$ cat config.mk
export PLATFORM = sky130hd
export DESIGN_NAME = sram_arbiter_flat
export DESIGN_NICKNAME = d
export VERILOG_FILES = /design/src/rtl/sram_arb_pkg.sv /design/src/rtl/sram_arbiter_if.sv /design/src/rtl/sram_arbiter_rr_arbiter2.sv /design/src/rtl/sram_arbiter.sv /design/src/flat_wrapper.sv
export SDC_FILE = /design/constraint.sdc
export NUM_CORES = 1
export LEC_CHECK = 0
export BUFFER_PORTS_ARGS = -buffer_cell sky130_fd_sc_hd__buf_2
export CAP_MARGIN = 30
export CORE_AREA = 2 2 139 141
export CTS_CLUSTER_DIAMETER = 120
export DETAILED_ROUTE_END_ITERATION = 10
export DIE_AREA = 0 0 141 143
export GPL_TIMING_DRIVEN = 0
export PLACE_DENSITY_LB_ADDON = 0.25
export SLEW_MARGIN = 20
export SYNTH_ARGS = -nofsm -noshare
export SYNTH_HDL_FRONTEND = slang
export SYNTH_SLANG_ARGS = --single-unit
$ cat constraint.sdc
create_clock -name clk -period 4.7 [get_ports clk]
set_input_delay 0.94 -clock clk [delete_from_list [all_inputs] [get_ports clk]]
set_output_delay 0.94 -clock clk [all_outputs]
set_load 0.01 [all_outputs]
$ cat src/rtl/sram_arb_pkg.sv
//------------------------------------------------------------------------------
// Module  : sram_arb_pkg
// Brief   : Shared types and constants for the two-port SRAM arbiter.
// Rev     : 1.0  initial release
//------------------------------------------------------------------------------
`default_nettype none

package sram_arb_pkg;

    typedef enum logic [1:0] {
        ST_IDLE  = 2'd0,
        ST_ISSUE = 2'd1,
        ST_WAIT  = 2'd2,
        ST_DONE  = 2'd3
    } arb_state_e;

    localparam logic PORT_DATA = 1'b0;
    localparam logic PORT_INST = 1'b1;

    localparam int DEF_ADDR_W         = 19;
    localparam int DEF_WDATA_W        = 32;
    localparam int DEF_RDATA_W        = 64;
    localparam int DEF_TIMEOUT_CYCLES = 16;

endpackage

`default_nettype wire

$ cat src/rtl/sram_arbiter_if.sv
//------------------------------------------------------------------------------
// Module  : sram_arbiter_if
// Brief   : Requester and controller signals of the SRAM arbiter; the slave
//           modport is the arbiter's view, master is the surrounding system.
// Rev     : 1.0  initial release
//------------------------------------------------------------------------------
`default_nettype none

interface sram_arbiter_if
    import sram_arb_pkg::*;
#(
    parameter int ADDR_W  = DEF_ADDR_W,
    parameter int WDATA_W = DEF_WDATA_W,
    parameter int RDATA_W = DEF_RDATA_W
);
    logic               p0_req;
    logic               p0_we;
    logic [ADDR_W-1:0]  p0_addr;
    logic [WDATA_W-1:0] p0_wdata;
    logic               p0_done;
    logic [RDATA_W-1:0] p0_rdata;

    logic               p1_req;
    logic               p1_we;
    logic [ADDR_W-1:0]  p1_addr;
    logic [WDATA_W-1:0] p1_wdata;
    logic               p1_done;
    logic [RDATA_W-1:0] p1_rdata;

    logic               mem_write_en;
    logic               mem_read_en;
    logic [ADDR_W-1:0]  mem_address;
    logic [WDATA_W-1:0] mem_write_data;
    logic [RDATA_W-1:0] mem_read_data;
    logic               mem_ready;

    logic               busy;
    logic               err;

    modport slave (
        input  p0_req, p0_we, p0_addr, p0_wdata,
        output p0_done, p0_rdata,
        input  p1_req, p1_we, p1_addr, p1_wdata,
        output p1_done, p1_rdata,
        output mem_write_en, mem_read_en, mem_address, mem_write_data,
        input  mem_read_data, mem_ready,
        output busy, err
    );

    modport master (
        output p0_req, p0_we, p0_addr, p0_wdata,
        input  p0_done, p0_rdata,
        output p1_req, p1_we, p1_addr, p1_wdata,
        input  p1_done, p1_rdata,
        input  mem_write_en, mem_read_en, mem_address, mem_write_data,
        output mem_read_data, mem_ready,
        input  busy, err
    );

endinterface

`default_nettype wire

$ cat src/rtl/sram_arbiter_rr_arbiter2.sv
//------------------------------------------------------------------------------
// Module  : rr_arbiter2
// Brief   : Combinational two-input round-robin grant; on a tie the port
//           not served last wins.
// Rev     : 1.0  initial release
//------------------------------------------------------------------------------
`default_nettype none

module rr_arbiter2 (
    input  wire logic i_last_grant,
    input  wire logic i_req0,
    input  wire logic i_req1,
    output logic      o_any,
    output logic      o_gnt
);

    assign o_any = i_req0 | i_req1;
    assign o_gnt = (i_req0 & i_req1) ? ~i_last_grant : i_req1;

endmodule

`default_nettype wire

$ cat src/rtl/sram_arbiter.sv
//------------------------------------------------------------------------------
// Module  : sram_arbiter
// Brief   : Round-robin sharing of one SRAM controller between the data port
//           (0) and the instruction port (1). Optional macro
//           SRAM_ARB_TIMEOUT_EN bounds the wait for mem_ready.
// Rev     : 1.0  initial release
//------------------------------------------------------------------------------
`default_nettype none

module sram_arbiter
    import sram_arb_pkg::*;
#(
    parameter int ADDR_W         = DEF_ADDR_W,
    parameter int WDATA_W        = DEF_WDATA_W,
    parameter int RDATA_W        = DEF_RDATA_W,
    parameter int TIMEOUT_CYCLES = DEF_TIMEOUT_CYCLES
)(
    input  wire logic     clk,
    input  wire logic     rst,
    sram_arbiter_if.slave bus
);

    localparam logic [1:0] S_IDLE  = ST_IDLE;
    localparam logic [1:0] S_ISSUE = ST_ISSUE;
    localparam logic [1:0] S_WAIT  = ST_WAIT;
    localparam logic [1:0] S_DONE  = ST_DONE;

    logic [1:0]         r_state;
    logic               r_gnt;
    logic               r_last;
    logic               r_we;
    logic [ADDR_W-1:0]  r_addr;
    logic [WDATA_W-1:0] r_wdata;
    logic [RDATA_W-1:0] r_rdata;

    logic w_any;
    logic w_gnt;
    logic w_active;
    logic w_done;

    rr_arbiter2 u_rr (
        .i_last_grant (r_last),
        .i_req0       (bus.p0_req),
        .i_req1       (bus.p1_req),
        .o_any        (w_any),
        .o_gnt        (w_gnt)
    );

`ifdef SRAM_ARB_TIMEOUT_EN
    localparam int TCNT_W = $clog2(TIMEOUT_CYCLES + 1);

    logic [TCNT_W-1:0] r_tcnt;
    logic              r_err;

    // r_tcnt holds the number of WAIT cycles already elapsed
    always_ff @(posedge clk or posedge rst) begin
        if (rst) begin
            r_tcnt <= '0;
            r_err  <= 1'b0;
        end else begin
            r_err <= 1'b0;
            if (r_state == S_ISSUE) begin
                r_tcnt <= '0;
            end else if (r_state == S_WAIT && !bus.mem_ready) begin
                if (r_tcnt == TCNT_W'(TIMEOUT_CYCLES - 1))
                    r_err <= 1'b1;
                else
                    r_tcnt <= r_tcnt + 1'b1;
            end
        end
    end

    wire logic w_timeout = (r_tcnt == TCNT_W'(TIMEOUT_CYCLES - 1));
    assign bus.err = r_err;
`else
    wire logic w_timeout = 1'b0;
    assign bus.err = 1'b0;
`endif

    always_ff @(posedge clk or posedge rst) begin
        if (rst) begin
            r_state <= S_IDLE;
            r_gnt   <= PORT_DATA;
            r_last  <= PORT_INST;
            r_we    <= 1'b0;
            r_addr  <= '0;
            r_wdata <= '0;
            r_rdata <= '0;
        end else begin
            case (r_state)
                S_IDLE: begin
                    if (w_any) begin
                        r_state <= S_ISSUE;
                        r_gnt   <= w_gnt;
                        r_we    <= w_gnt ? bus.p1_we    : bus.p0_we;
                        r_addr  <= w_gnt ? bus.p1_addr  : bus.p0_addr;
                        r_wdata <= w_gnt ? bus.p1_wdata : bus.p0_wdata;
                    end
                end
                // Controller's idle ready is stale here, so it is not sampled
                S_ISSUE: r_state <= S_WAIT;
                S_WAIT: begin
                    if (bus.mem_ready) begin
                        r_state <= S_DONE;
                        r_rdata <= bus.mem_read_data;
                        r_last  <= r_gnt;
                    end else if (w_timeout) begin
                        r_state <= S_DONE;
                        r_rdata <= '0;
                        r_last  <= r_gnt;
                    end
                end
                default: r_state <= S_IDLE;
            endcase
        end
    end

    assign w_active = (r_state == S_ISSUE) || (r_state == S_WAIT);
    assign w_done   = (r_state == S_DONE);

    assign bus.mem_read_en    = w_active & ~r_we;
    assign bus.mem_write_en   = w_active &  r_we;
    assign bus.mem_address    = r_addr;
    assign bus.mem_write_data = r_wdata;

    assign bus.busy     = (r_state != S_IDLE);
    assign bus.p0_done  = w_done & (r_gnt == PORT_DATA);
    assign bus.p1_done  = w_done & (r_gnt == PORT_INST);
    assign bus.p0_rdata = r_rdata;
    assign bus.p1_rdata = r_rdata;

endmodule

`default_nettype wire

$ cat src/flat_wrapper.sv
// flat-port wrapper written by rule: the top's interface ports become plain ports
module sram_arbiter_flat import sram_arb_pkg::*;
#(
    parameter int ADDR_W         = DEF_ADDR_W,
    parameter int WDATA_W        = DEF_WDATA_W,
    parameter int RDATA_W        = DEF_RDATA_W,
    parameter int TIMEOUT_CYCLES = DEF_TIMEOUT_CYCLES
)
  (clk, rst, bus_p0_req, bus_p0_we, bus_p0_addr, bus_p0_wdata, bus_p0_done, bus_p0_rdata, bus_p1_req, bus_p1_we, bus_p1_addr, bus_p1_wdata, bus_p1_done, bus_p1_rdata, bus_mem_write_en, bus_mem_read_en, bus_mem_address, bus_mem_write_data, bus_mem_read_data, bus_mem_ready, bus_busy, bus_err);
  sram_arbiter_if #(.ADDR_W(ADDR_W), .WDATA_W(WDATA_W), .RDATA_W(RDATA_W)) bus_i ();
  input  wire logic clk;
  input  wire logic rst;
  input wire logic [$bits(bus_i.p0_req)-1:0] bus_p0_req;
  input wire logic [$bits(bus_i.p0_we)-1:0] bus_p0_we;
  input wire logic [$bits(bus_i.p0_addr)-1:0] bus_p0_addr;
  input wire logic [$bits(bus_i.p0_wdata)-1:0] bus_p0_wdata;
  output wire logic [$bits(bus_i.p0_done)-1:0] bus_p0_done;
  output wire logic [$bits(bus_i.p0_rdata)-1:0] bus_p0_rdata;
  input wire logic [$bits(bus_i.p1_req)-1:0] bus_p1_req;
  input wire logic [$bits(bus_i.p1_we)-1:0] bus_p1_we;
  input wire logic [$bits(bus_i.p1_addr)-1:0] bus_p1_addr;
  input wire logic [$bits(bus_i.p1_wdata)-1:0] bus_p1_wdata;
  output wire logic [$bits(bus_i.p1_done)-1:0] bus_p1_done;
  output wire logic [$bits(bus_i.p1_rdata)-1:0] bus_p1_rdata;
  output wire logic [$bits(bus_i.mem_write_en)-1:0] bus_mem_write_en;
  output wire logic [$bits(bus_i.mem_read_en)-1:0] bus_mem_read_en;
  output wire logic [$bits(bus_i.mem_address)-1:0] bus_mem_address;
  output wire logic [$bits(bus_i.mem_write_data)-1:0] bus_mem_write_data;
  input wire logic [$bits(bus_i.mem_read_data)-1:0] bus_mem_read_data;
  input wire logic [$bits(bus_i.mem_ready)-1:0] bus_mem_ready;
  output wire logic [$bits(bus_i.busy)-1:0] bus_busy;
  output wire logic [$bits(bus_i.err)-1:0] bus_err;
  assign bus_i.p0_req = bus_p0_req;
  assign bus_i.p0_we = bus_p0_we;
  assign bus_i.p0_addr = bus_p0_addr;
  assign bus_i.p0_wdata = bus_p0_wdata;
  assign bus_p0_done = bus_i.p0_done;
  assign bus_p0_rdata = bus_i.p0_rdata;
  assign bus_i.p1_req = bus_p1_req;
  assign bus_i.p1_we = bus_p1_we;
  assign bus_i.p1_addr = bus_p1_addr;
  assign bus_i.p1_wdata = bus_p1_wdata;
  assign bus_p1_done = bus_i.p1_done;
  assign bus_p1_rdata = bus_i.p1_rdata;
  assign bus_mem_write_en = bus_i.mem_write_en;
  assign bus_mem_read_en = bus_i.mem_read_en;
  assign bus_mem_address = bus_i.mem_address;
  assign bus_mem_write_data = bus_i.mem_write_data;
  assign bus_i.mem_read_data = bus_mem_read_data;
  assign bus_i.mem_ready = bus_mem_ready;
  assign bus_busy = bus_i.busy;
  assign bus_err = bus_i.err;
  sram_arbiter #(.ADDR_W(ADDR_W), .WDATA_W(WDATA_W), .RDATA_W(RDATA_W), .TIMEOUT_CYCLES(TIMEOUT_CYCLES)) u_core (.clk(clk), .rst(rst), .bus(bus_i));
endmodule
==> impl_metrics.sql <==
INSERT INTO impl_metrics (metric_group, metric, value, unit) VALUES
('timing', 'fmaxAchievable', '0.418', 'GHz'),
('place', 'placement.cell_area', '7610', 'um2'),
('timing', 'final_hold_viols', '0', ''),
('global_route', 'first_global_vias', '4784', ''),
('detailed_routing', 'detailroute.via_count', '4945', ''),
('detailed_routing', 'drt_initial_violations', '148', ''),
('cts', 'cts-root-buf', 'sky130_fd_sc_hd__clkbuf_16', ''),
('power', 'vdd_ir_drop_max', '0.000263', 'V'),
('min_path', 'hold_class', 'in2async', ''),
('cts', 'cts_repair_resize_count', '0', ''),
('layout', 'flow.area_growth_from_synthesis', '49.6', '%'),
('global_route', 'grt_start_max_net_pins', '81', ''),
('layout', 'layout.cells.most_common_list', 'sky130_fd_sc_hd__buf_2 (374), sky130_fd_sc_hd__dfrtp_1 (119), sky130_fd_sc_hd__a21oi_1 (104)', ''),
('cts', 'clock_sinks', '120', ''),
('cts', 'cts_max_path_buffers', '2', ''),
('floorplanning', 'starting_density_of_the_core', '0.296', ''),
('layout', 'post-route-cell-area', '8240', 'um2'),
('layout', 'final_core_utilization', '0.443', ''),
('cts', 'htree_num_levels', '4', ''),
('layout', 'layout-drive-gt1-share', '0.617', ''),
('yosys', 'postSynthRegisterBits', '120', ''),
('cts', 'clkLatencyLatePin', '0.41', 'ns'),
('yosys', 'synth_flop_cell', 'sky130_fd_sc_hd__dfrtp_1', ''),
('timing', 'fin_skew', '0.00954', 'ns'),
('yosys', 'post_synth_instance_area', '5510', 'um2'),
('timing', 'grt_setup_unrepaired', 'no', ''),
('yosys', 'synthMuxAreaShare', '0.136', ''),
('yosys', 'arithmetic_cell_share_of_the_synthesized_area_counting_full_adders_half_adders_and_majority_gates', '0.00682', ''),
('worst_setup_path', 'crit_path_launch_type', 'register', ''),
('power', 'static-leakage-power', '4.31', 'nW'),
('cts', 'postCtsHoldBufs', '0', ''),
('detailed_routing', 'mean_number_of_vias_per_cell', '4.36', ''),
('timing', 'final.setup.tns', '0', 'ns'),
('floorplanning', 'die_height', '143', 'um'),
('timing', 'fin_crit_sh', '0.510', ''),
('yosys', 'synth_enable_flop_cells', '0', ''),
('floorplanning', 'io_pins', '358', ''),
('floorplanning', 'floorplan.die_area', '20200', 'um2'),
('outcome', 'status', 'complete, no violations', ''),
('detailed_routing', 'drt_pass1_iterations', '4', ''),
('flow_run', 'timing.max_cap.violations', '0', ''),
('global_route', 'grt-ovfl-total', '0', ''),
('floorplanning', 'std_cell_rows', '50', ''),
('cts', 'numCtsBuffers', '17', ''),
('detailed_routing', 'postRouteAntennaNets', '0', ''),
('yosys', 'synth_compound_gate_area_share', '0.108', ''),
('place', 'hpwl', '13600', 'um'),
('global_route', 'grt_total_usage', '0.169', ''),
('yosys', 'synth_top_family_by_area', 'multiplexers', ''),
('detailed_routing', 'drc', '0', ''),
('yosys', 'post_synthesis_mean_instance_area', '10.8', 'um2'),
('cts', 'tritoncts', 'done', ''),
('place', 'place_ws', '2.53', 'ns'),
('floorplanning', 'die_width', '141', 'um'),
('place', 'buffer_ports.inserted', '356', ''),
('worst_setup_path', 'worstPathRequired', '3.76', 'ns'),
('worst_setup_path', 'timing.critical_path.fanout_max', '3', ''),
('yosys', 'yosys.cell_types.count', '23', ''),
('yosys', 'postSynthNetCount', '686', ''),
('layout', 'diodes', '0', ''),
('timing', 'time_the_worst_path_needs_with_i_o_delays_and_setup', '2.40', 'ns'),
('yosys', 'yosys.area_share.simple', '0.0768', ''),
('timing', 'timing_max_transition_violations_final', '0', ''),
('power', 'design_power_total', '6.22', 'mW'),
('timing', 'finalSetupViolations', '0', ''),
('yosys', 'post_synth_inst_count', '510', ''),
('worst_setup_path', 'crit_path_end_kind', 'output port', ''),
('detailed_routing', 'route.detailed.wl_per_inst', '15.4', 'um'),
('floorplanning', 'core', '18600', 'um2'),
('yosys', 'synthesized_area_fraction_occupied_by_xor_and_xnor_cells', '0', ''),
('yosys', 'yosysSeqAreaShare', '0.546', '');
==> power breakdown <==
| part | internal (mW) | switching, mW |
|---|---|---|
| sequential | 1.57 | 0.349 |
| clock | 0.900 | 0.485 |
| combinational | 1.49 | 1.42 |
==> worst max-delay path, stage by stage, from the launching register on <==
cell                      delay (ns)
sky130_fd_sc_hd__dfrtp_1        0.38
sky130_fd_sc_hd__inv_1          0.07
sky130_fd_sc_hd__ha_1           0.32
sky130_fd_sc_hd__and2_1         0.14
sky130_fd_sc_hd__buf_2          0.14
==> synth_stat cells (2+ instances only) <==
cell | count | area share
sky130_fd_sc_hd__buf_2 | 18 | 0.016
sky130_fd_sc_hd__buf_6 | 5 | 0.010
sky130_fd_sc_hd__ha_1 | 3 | 0.0068
sky130_fd_sc_hd__inv_1 | 4 | 0.0027
sky130_fd_sc_hd__nor2_1 | 52 | 0.035
sky130_fd_sc_hd__a21oi_1 | 104 | 0.095
sky130_fd_sc_hd__buf_4 | 71 | 0.097
sky130_fd_sc_hd__nand2_1 | 54 | 0.037
sky130_fd_sc_hd__nor2b_1 | 2 | 0.0023
sky130_fd_sc_hd__mux2_2 | 65 | 0.13
sky130_fd_sc_hd__and2_1 | 2 | 0.0023
sky130_fd_sc_hd__dfrtp_1 | 119 | 0.54
==> cells by family (layout without fill, tap and decap cells) <==
group / after synthesis / in the layout
buffers and inverters: 99 / 488
other: 1 / 1
AOI/OAI and AO/OA: 111 / 111
adders and majority gates: 3 / 3
DFF: 120 / 120
muxes: 66 / 66
and+or+nand+nor: 110 / 110
==> cell type report <==
| class | instances | area [um2] |
|---|---|---|
| inverter | 5 | 26.3 |
| timing repair buffer | 357 | 1810 |
| clock buffer | 20 | 447 |
| clock inverter | 12 | 175 |
| fill | 1829 | 10300 |
| tap | 234 | 293 |
| sequential | 120 | 3000 |
| buffer | 94 | 679 |
| multi-input combinational | 291 | 1800 |
==> worst paths after layout <==
check | startpoint | end | slack, ns | depth (start not counted)
max | u_core.r_state[0] | bus_mem_write_en | 2.30 | 4
min | rst | u_core.bus.p0_rdata[53] | 0.51 | 2
max reg2reg | u_core.r_state[0] | u_core.bus.p0_rdata[25] | 2.96 | 6
min reg2reg | u_core.bus.mem_write_data[9] | u_core.bus.mem_write_data[9] | 0.52 | 2
max in group asynchronous | rst | u_core.bus.mem_write_data[22] | 3.49 | 3
min in group clk | u_core.bus.mem_write_data[9] | u_core.bus.mem_write_data[9] | 0.52 | 2
==> layer usage <==
layer | wire length [um] | up-vias | global-route usage
li1 | - | 2391 | -
met1 | 6720 | 2291 | 0.189
met2 | 8810 | 243 | 0.296
met3 | 1690 | 16 | 0.0684
met4 | 206 | 4 | 0.0516
met5 | 27 | - | 0
==> flip-flops by register name, summed over array words and instances (netlist names) <==
signal,cells
u_core.bus.p0_rdata,64
u_core.r_state,2
u_core.bus.mem_address,19
u_core.bus.mem_write_data,32
u_core.r_last,1
u_core.r_we,1
u_core.r_gnt,1
==> metrics by stage <==
stage,hold WS (ns),cells
finish,0.507,1133
global route,0.509,1133
CTS,0.496,1133
detailed placement,0.511,1101
global placement,0.501,1100
floorplan,0.482,510
No activity file was read; power rests on OpenSTA's default activity.
